$ cat config.mk
export PLATFORM = sky130hd
export DESIGN_NAME = mux_arb_stream
export DESIGN_NICKNAME = d
export VERILOG_FILES = /design/src/rtl/mux_arb_pkg.sv /design/src/rtl/mux_arb_stream_rr_pick.sv /design/src/rtl/mux_arb_stream.sv
export SDC_FILE = /design/constraint.sdc
export NUM_CORES = 1
export LEC_CHECK = 0
export CORE_MARGIN = 4
export CORE_UTILIZATION = 57
export DETAILED_ROUTE_END_ITERATION = 7
export GPL_TIMING_DRIVEN = 0
export PLACE_DENSITY = 0.85
export SLEW_MARGIN = 10
export SYNTH_ARGS = -nofsm -noshare
export SYNTH_HDL_FRONTEND = slang
export SYNTH_HIERARCHICAL = 1
export SYNTH_SLANG_ARGS = --single-unit
$ cat constraint.sdc
create_clock -name clk -period 5.89 [get_ports clk]
set_clock_uncertainty 0.2 [all_clocks]
set_input_delay 1.178 -clock clk [delete_from_list [all_inputs] [get_ports clk]]
set_output_delay 1.178 -clock clk [all_outputs]
set_load 0.05 [all_outputs]
$ cat src/rtl/mux_arb_pkg.sv
// Shared definitions for the mux_arb_stream arbiter: arbitration mode encoding.
package mux_arb_pkg;

   typedef enum logic [1:0] {
      MODE_MANUAL = 2'b00,
      MODE_FIXED  = 2'b01,
      MODE_RR     = 2'b10,
      MODE_RSVD   = 2'b11
   } mode_e;

endpackage

$ cat src/rtl/mux_arb_stream_rr_pick.sv
// Rotating priority picker: first set request at or after 'start', wrapping at N_CH-1.
module rr_pick #(
   parameter  int N_CH  = 4,
   localparam int SEL_W = $clog2(N_CH)
) (
   input  logic [N_CH-1:0]  req,
   input  logic [SEL_W-1:0] start,
   output logic [N_CH-1:0]  gnt,
   output logic [SEL_W-1:0] idx,
   output logic             any
);

   always_comb begin
      int j;
      gnt = '0;
      idx = '0;
      any = 1'b0;
      j   = 0;
      for (int i = 0; i < N_CH; i++) begin
         j = int'(start) + i;
         if (j >= N_CH) j = j - N_CH;
         if (!any && req[j]) begin
            any    = 1'b1;
            gnt[j] = 1'b1;
            idx    = SEL_W'(j);
         end
      end
   end

endmodule

$ cat src/rtl/mux_arb_stream.sv
// N-channel registered stream mux with manual / fixed-priority / round-robin arbitration.
// Optional packet lock (grant held until in_last) enabled by defining MUX_ARB_PKT_LOCK_EN.
module mux_arb_stream
   import mux_arb_pkg::*;
#(
   parameter  int N_CH  = 4,
   parameter  int WIDTH = 2,
   localparam int SEL_W = $clog2(N_CH)
) (
   input  logic                  clk,
   input  logic                  rst,
   input  logic [N_CH*WIDTH-1:0] in_data,
   input  logic [N_CH-1:0]       in_valid,
   input  logic [N_CH-1:0]       in_last,
   output logic [N_CH-1:0]       in_ready,
   input  logic [1:0]            mode,
   input  logic [SEL_W-1:0]      select,
   output logic [WIDTH-1:0]      out_data,
   output logic                  out_valid,
   input  logic                  out_ready,
   output logic [SEL_W-1:0]      out_sel
);

   logic             load_en, xfer;
   logic             out_valid_q, out_valid_d;
   logic [WIDTH-1:0] out_data_q, out_data_d;
   logic [SEL_W-1:0] out_sel_q, out_sel_d;
   logic [SEL_W-1:0] ptr_q, ptr_d;

   logic [N_CH-1:0]  fix_gnt, rr_gnt, gnt_vec;
   logic [SEL_W-1:0] fix_idx, rr_idx, gnt_idx;
   logic             fix_any, rr_any, gnt_any;

`ifdef MUX_ARB_PKT_LOCK_EN
   logic             lock_q, lock_d;
   logic [SEL_W-1:0] lock_ch_q, lock_ch_d;
`else
   logic             unused_last;
   assign unused_last = ^in_last;
`endif

   rr_pick #(.N_CH(N_CH)) u_fix (
      .req(in_valid), .start('0), .gnt(fix_gnt), .idx(fix_idx), .any(fix_any)
   );

   rr_pick #(.N_CH(N_CH)) u_rr (
      .req(in_valid), .start(ptr_q), .gnt(rr_gnt), .idx(rr_idx), .any(rr_any)
   );

   always_comb begin
      gnt_vec = '0;
      gnt_idx = '0;
      gnt_any = 1'b0;
`ifdef MUX_ARB_PKT_LOCK_EN
      // An open packet owns the output regardless of mode/select.
      if (lock_q) begin
         gnt_idx = lock_ch_q;
         gnt_any = in_valid[lock_ch_q];
         gnt_vec = gnt_any ? (N_CH'(1) << lock_ch_q) : '0;
      end else
`endif
      begin
         case (mode_e'(mode))
            MODE_MANUAL: begin
               if (int'(select) < N_CH && in_valid[select]) begin
                  gnt_idx = select;
                  gnt_any = 1'b1;
                  gnt_vec = N_CH'(1) << select;
               end
            end
            MODE_RR: begin
               gnt_idx = rr_idx;
               gnt_any = rr_any;
               gnt_vec = rr_gnt;
            end
            default: begin
               gnt_idx = fix_idx;
               gnt_any = fix_any;
               gnt_vec = fix_gnt;
            end
         endcase
      end
   end

   assign load_en  = !out_valid_q || out_ready;
   assign xfer     = load_en && gnt_any;
   assign in_ready = (xfer && !rst) ? gnt_vec : '0;

   always_comb begin
      out_valid_d = out_valid_q;
      out_data_d  = out_data_q;
      out_sel_d   = out_sel_q;
      ptr_d       = ptr_q;
`ifdef MUX_ARB_PKT_LOCK_EN
      lock_d      = lock_q;
      lock_ch_d   = lock_ch_q;
`endif
      if (load_en) begin
         out_valid_d = gnt_any;
         if (gnt_any) begin
            out_data_d = in_data[gnt_idx*WIDTH +: WIDTH];
            out_sel_d  = gnt_idx;
            ptr_d      = (int'(gnt_idx) == N_CH - 1) ? '0 : gnt_idx + 1'b1;
`ifdef MUX_ARB_PKT_LOCK_EN
            lock_d     = !in_last[gnt_idx];
            lock_ch_d  = gnt_idx;
`endif
         end
      end
   end

   always_ff @(posedge clk or posedge rst) begin
      if (rst) begin
         out_valid_q <= 1'b0;
         out_data_q  <= '0;
         out_sel_q   <= '0;
         ptr_q       <= '0;
`ifdef MUX_ARB_PKT_LOCK_EN
         lock_q      <= 1'b0;
         lock_ch_q   <= '0;
`endif
      end else begin
         out_valid_q <= out_valid_d;
         out_data_q  <= out_data_d;
         out_sel_q   <= out_sel_d;
         ptr_q       <= ptr_d;
`ifdef MUX_ARB_PKT_LOCK_EN
         lock_q      <= lock_d;
         lock_ch_q   <= lock_ch_d;
`endif
      end
   end

   assign out_valid = out_valid_q;
   assign out_data  = out_data_q;
   assign out_sel   = out_sel_q;

endmodule

Word-level counts from Yosys, hierarchy flattened
Cells that the tools add are included.
Widths: inputs -> output; s select.

word-level totals
  register bits = 7
  word-level logic and storage cells = 112

operators by class
  add/subtract/negate cells = 8
  order comparisons = 13
  equal/unequal tests = 2
  shift-type cells = 2
  mux-type cells = 57
  bitwise operators = 3
  reduce and logical (&&, ||, !) cells = 23

operators by type and width
  operator               number
  $ge 32x1->1 const B    4
  $lt 32x4->1 const B    4
  $mux 32                4
  $ge 32x4->1 const B    3
  $sub 32x4->32 const B  3
  $mux 4                 7
  $mux 1                 24
  $mux 2                 9
  $logic_and 1x1->1      12
  $or 4x4->4             3
  $bmux 1 s2             5
  $demux 1 s2            4
  $logic_not 1->1        8
  $pmux 4 s2             1
  $shiftx 8x4->2         1
  $add 2x2->3 const B    2
  $pmux 2 s2             1
  $shl 1x2->4 const A    1
  $sub 2x3->4 const B    1
  $add 2x1->3 const B    1
  $ge 2x3->1 const B     1
  $lt 2x3->1 const B     1
  $mux 3                 1
  $add 2x1->2 const B    1
  other kinds (6)        6

Depth between registers and ports, before layout
Gate-level depths: netlist (run 1).

  depth in word-level cells = 19
  mapped depth = 12

By module
The synthesis (run 1) kept the hierarchy.

modules (own cells, without submodules)
  module            times used  cells each  area an instance (sq um)
  mux_arb_stream    1           76          664.4
  rr_pick at u_fix  1           48          460.4
  rr_pick at u_rr   1           48          459.2

Worst setup path after synthesis (run 1)
OpenSTA, ideal clock, no wires.

  path type = input-to-output
  start = input port in_valid[2]
  end = output port in_ready[3]
  arrival time = 3.565 ns
  slack = 0.947 ns
  stages = 9
  buffers on the path = 1
  cell sequence = mux4_2 > buf_6 > nor4b_4 > a22oi_1 > o21ai_0 > nand2_1 > a21oi_1 > a21oi_1 > nor3_1

RTL lines
  item                                        line                          source
  start, declared                             mux_arb_stream.sv:13          input logic [N_CH-1:0] in_valid,
  $bmux 1 s2                                  mux_arb_stream_rr_pick.sv:22  if (!any && req[j]) begin
  $mux 1 (implied by the code) (2 in series)  mux_arb_stream_rr_pick.sv:22
  $mux 1                                      mux_arb_stream_rr_pick.sv:22
  $logic_not 1->1                             mux_arb_stream_rr_pick.sv:22
  $logic_and 1x1->1                           mux_arb_stream_rr_pick.sv:22
  $mux 1                                      mux_arb_stream_rr_pick.sv:22
  $logic_not 1->1                             mux_arb_stream_rr_pick.sv:22
  $logic_and 1x1->1                           mux_arb_stream_rr_pick.sv:22
  $mux 1                                      mux_arb_stream_rr_pick.sv:22
  $logic_not 1->1                             mux_arb_stream_rr_pick.sv:22
  $logic_and 1x1->1                           mux_arb_stream_rr_pick.sv:22
  $mux 4 (*)                                  mux_arb_stream_rr_pick.sv:22
  named net rr_gnt[3]                         mux_arb_stream.sv:30          logic [N_CH-1:0] fix_gnt, rr_gnt, gnt_vec;
  $pmux 4 s2 (*)                              mux_arb_stream.sv:63          case (mode_e'(mode))
  $mux 4 (*)                                  mux_arb_stream.sv:87          assign in_ready = (xfer && !rst) ? gnt_vec : '0;
  end, declared                               mux_arb_stream.sv:15          output logic [N_CH-1:0] in_ready,

The timed path passes the listed nets; every way through them passes the cells marked *. The select of a mux whose other input is x is not followed.

Worst setup path after layout (run 1)
  start = input port in_valid[3]
  end = output port in_ready[2]

The elaborated chain is that of the path after synthesis.

==> impl_metrics.env, run 1 <==
export IMPL_run_status="finished, final reports clean"
export IMPL_cp_top_family="buffers and inverters"
export IMPL_power_total_mw=0.569
export IMPL_syn_area_um2=1580
export IMPL_grt_first_pass_wirelength_um=6580
export IMPL_regToRegEndpoint="out_data[1]$_DFFE_PP0P_"
export IMPL_hold_end="out_data[0]$_DFFE_PP0P_"
export IMPL_seq_area_frac_synth=0.111
export IMPL_rsz0062_at_grt="no"
export IMPL_numCtsBuffers=3
export IMPL_antenna_cells=0
export IMPL_place_congestion=0.789
export IMPL_postLayoutCellArea_um2=1960
export IMPL_final_max_slew_viol_count=0
export IMPL_ys_ff_latch=7
export IMPL_regToRegStartpoint="ptr_q[1]$_DFFE_PP0P_"
export IMPL_dp_slack_ns=0.0642
export IMPL_h_tree_depth=1
export IMPL_clk_latency_ns=0.25
export IMPL_slowest_stage="clkdlybuf4s50_1"
export IMPL_pwr_density_cell_nw_per_um2=290
export IMPL_yosysWarningCount=6
export IMPL_whs_ns=0.320
export IMPL_grt_overflow=0
export IMPL_finalWorstSetupSlack_ns=0.473
export IMPL_post_cts_setup_buffers=0
export IMPL_multi_input_area_um2=1320
export IMPL_dr_first_iter_drc_count=104
export IMPL_num_vias=1573
export IMPL_rr_worst_depth=11
export IMPL_reg2reg_slack_ns=2.52
export IMPL_io_buffers=25
export IMPL_hold_viol_final=0
export IMPL_cts_clk_slew_worst_paths_ns=0.06
export IMPL_period_needed_ns=5.42
export IMPL_path_class="input pin to output port"
export IMPL_antenna_found_initial=0
export IMPL_dr_pass1_iters=4
export IMPL_grt_util_all_layers=0.233
export IMPL_finalNetCount=255
export IMPL_start_kind="input pin"
export IMPL_p_leak_nw=0.859
export IMPL_min_from="out_data[0]$_DFFE_PP0P_"
export IMPL_setup_tns_ns=0
export IMPL_fp_dieH_um=60.7
export IMPL_grt_max_degree=17
export IMPL_crit_chain="clkdlybuf4s50_1, mux4_2, buf_6, nor4b_4, a22oi_1, o21ai_0, a211oi_1, a2111oi_2, dlymetal6s2s_1"
export IMPL_wl_um=4010
export IMPL_ys_flop_type="dfrtp_1"
export IMPL_die_area_um2=3690
export IMPL_hp_class="flip-flop to flip-flop"
export IMPL_placed_cell_area_um2=1920
export IMPL_rows=18
export IMPL_initial_core_util=0.617
export IMPL_arrival_ns=4.04
export IMPL_root_buffer="clkbuf_4"
export IMPL_synth_cell_type_count=46
export IMPL_place_hpwl_um=3140
export IMPL_core_area_um2=2570
export IMPL_die_x_um=60.7
export IMPL_crit_required_ns=4.51
export IMPL_synth_edf_count=0
export IMPL_layout_common_cells="21 x o21ai_0, 21 x clkdlybuf4s50_1, 16 x a22oi_1, 16 x ha_1"
export IMPL_worstPathMaxFanout=16
export IMPL_setup_violations=0
export IMPL_finalCritPeriodShare=0.920
export IMPL_wire_per_inst_um=16.4
export IMPL_slew_headroom=0.558
export IMPL_crit_path_end_kind="output port"
export IMPL_tritoncts="yes"
export IMPL_cp_num_buf_inv=3
export IMPL_grt_pass1_vias=1486
export IMPL_hold_depth=2
export IMPL_async_flop_share=1.00
export IMPL_max_freq_ghz=0.185
export IMPL_cts_sinks=7
export IMPL_syn_to_final_growth_pct=23.8
export IMPL_syn_area_per_cell_um2=9.21
export IMPL_io_pins=32
export IMPL_syn_instance_count=172
export IMPL_clockBufferDepth=2
export IMPL_postRouteAntennaNets=0
export IMPL_slowest_delay_ns=0.65
export IMPL_n_fill_cell=174
export IMPL_max_cap_violations=0
export IMPL_drc=0
export IMPL_drive_gt1_frac=0.135
export IMPL_tightest_slew_ns=0.657
export IMPL_vdd_ir_drop_max_mv=0.296
export IMPL_final_seq_area_um2=175
export IMPL_via_per_inst=6.42
[Yosys cell counts (5+ instances only)]
master | n | share of area
nor3_1 | 5 | 0.016
o21ai_0 | 22 | 0.070
nand2_1 | 5 | 0.012
dfrtp_1 | 7 | 0.11
a22oi_1 | 16 | 0.076
mux4_1 | 5 | 0.083
buf_6 | 6 | 0.043
inv_1 | 15 | 0.036
nor2_1 | 6 | 0.014
ha_1 | 16 | 0.13
a211oi_1 | 5 | 0.024
[stage by stage]
step / cells / util
global placement: 241 / 0.750
global route: 245 / 0.764
finish: 245 / 0.764
detailed placement: 241 / 0.750
floorplan: 186 / -
CTS: 245 / 0.760
[registers in the layout, indices dropped and copies added, names as in the netlist]
signal and count:
out_valid 1, out_sel 2, out_data 2, ptr_q 2
[kinds of logic after synthesis]
family	count (synthesis)	synth area share
DFF	7	0.111
and+or+nand+nor	35	0.154
xor gates and xnor gates	1	0.00553
other	1	0.00237
adders and majority gates	16	0.126
buffers and inverters	26	0.0916
AOI/OAI and AO/OA	68	0.306
muxes	18	0.203
[worst reg2reg max path, delay by kind of cell (launching register included)]
family / cells / cell delay (ns)
AOI/OAI and AO/OA: 5 / 1.06
and+or+nand+nor: 2 / 0.48
muxes: 1 / 0.24
adders and majority gates: 1 / 0.37
buffers and inverters: 2 / 0.34
DFF: 1 / 0.55
[final cells by class]
| cell class | count | area share |
|---|---|---|
| repair buffers | 25 | 0.133 |
| multi-input cells | 153 | 0.671 |
| inverters | 15 | 0.0287 |
| well taps | 30 | 0.0191 |
| flip-flops and latches | 7 | 0.0893 |
| clock buffers | 4 | 0.0134 |
| plain buffers | 11 | 0.0453 |
[layer usage]
layer | part of all wire | track usage | wire, µm | vias to the layer above
li1 | - | - | - | 752
met1 | 0.41 | 0.285 | 1630 | 740
met2 | 0.52 | 0.420 | 2070 | 67
met3 | 0.054 | 0.0213 | 215 | 14
met4 | 0.022 | 0.0898 | 89 | 0
met5 | 0 | 0 | 0 | -
[where the power goes]
group / internal, mW / switching (mW) / total (mW)
logic: 0.191 / 0.246 / 0.436
registers: 0.0655 / 0.0215 / 0.0869
clock network: 0.0260 / 0.0196 / 0.0456
total: 0.282 / 0.287 / 0.569
[what timing repair did]
item                       CTS  global route
hold buffers                 0             0
resized for setup            0             5
setup endpoints to repair    0             4
[worst max path at each step]
stage                     start  slack [ns]     endpoint  cells after the start
floorplan           in_valid[2]        0.95  in_ready[3]                      9
global placement    in_valid[3]        0.17  in_ready[3]                     11
detailed placement  in_valid[0]        0.06  in_ready[2]                      9
CTS                 in_valid[0]        0.08  in_ready[2]                      9
global route        in_valid[3]        0.26  in_ready[3]                     11
finish              in_valid[3]        0.47  in_ready[2]                      9
(Power assumes the default switching activity.)
==> inputs of run 2 (changes only) <==
SLEW_MARGIN = unset   (was 10)
==> results of run 2 <==
Same layout as run 1: the final DEF is identical, and so are final timing and power.
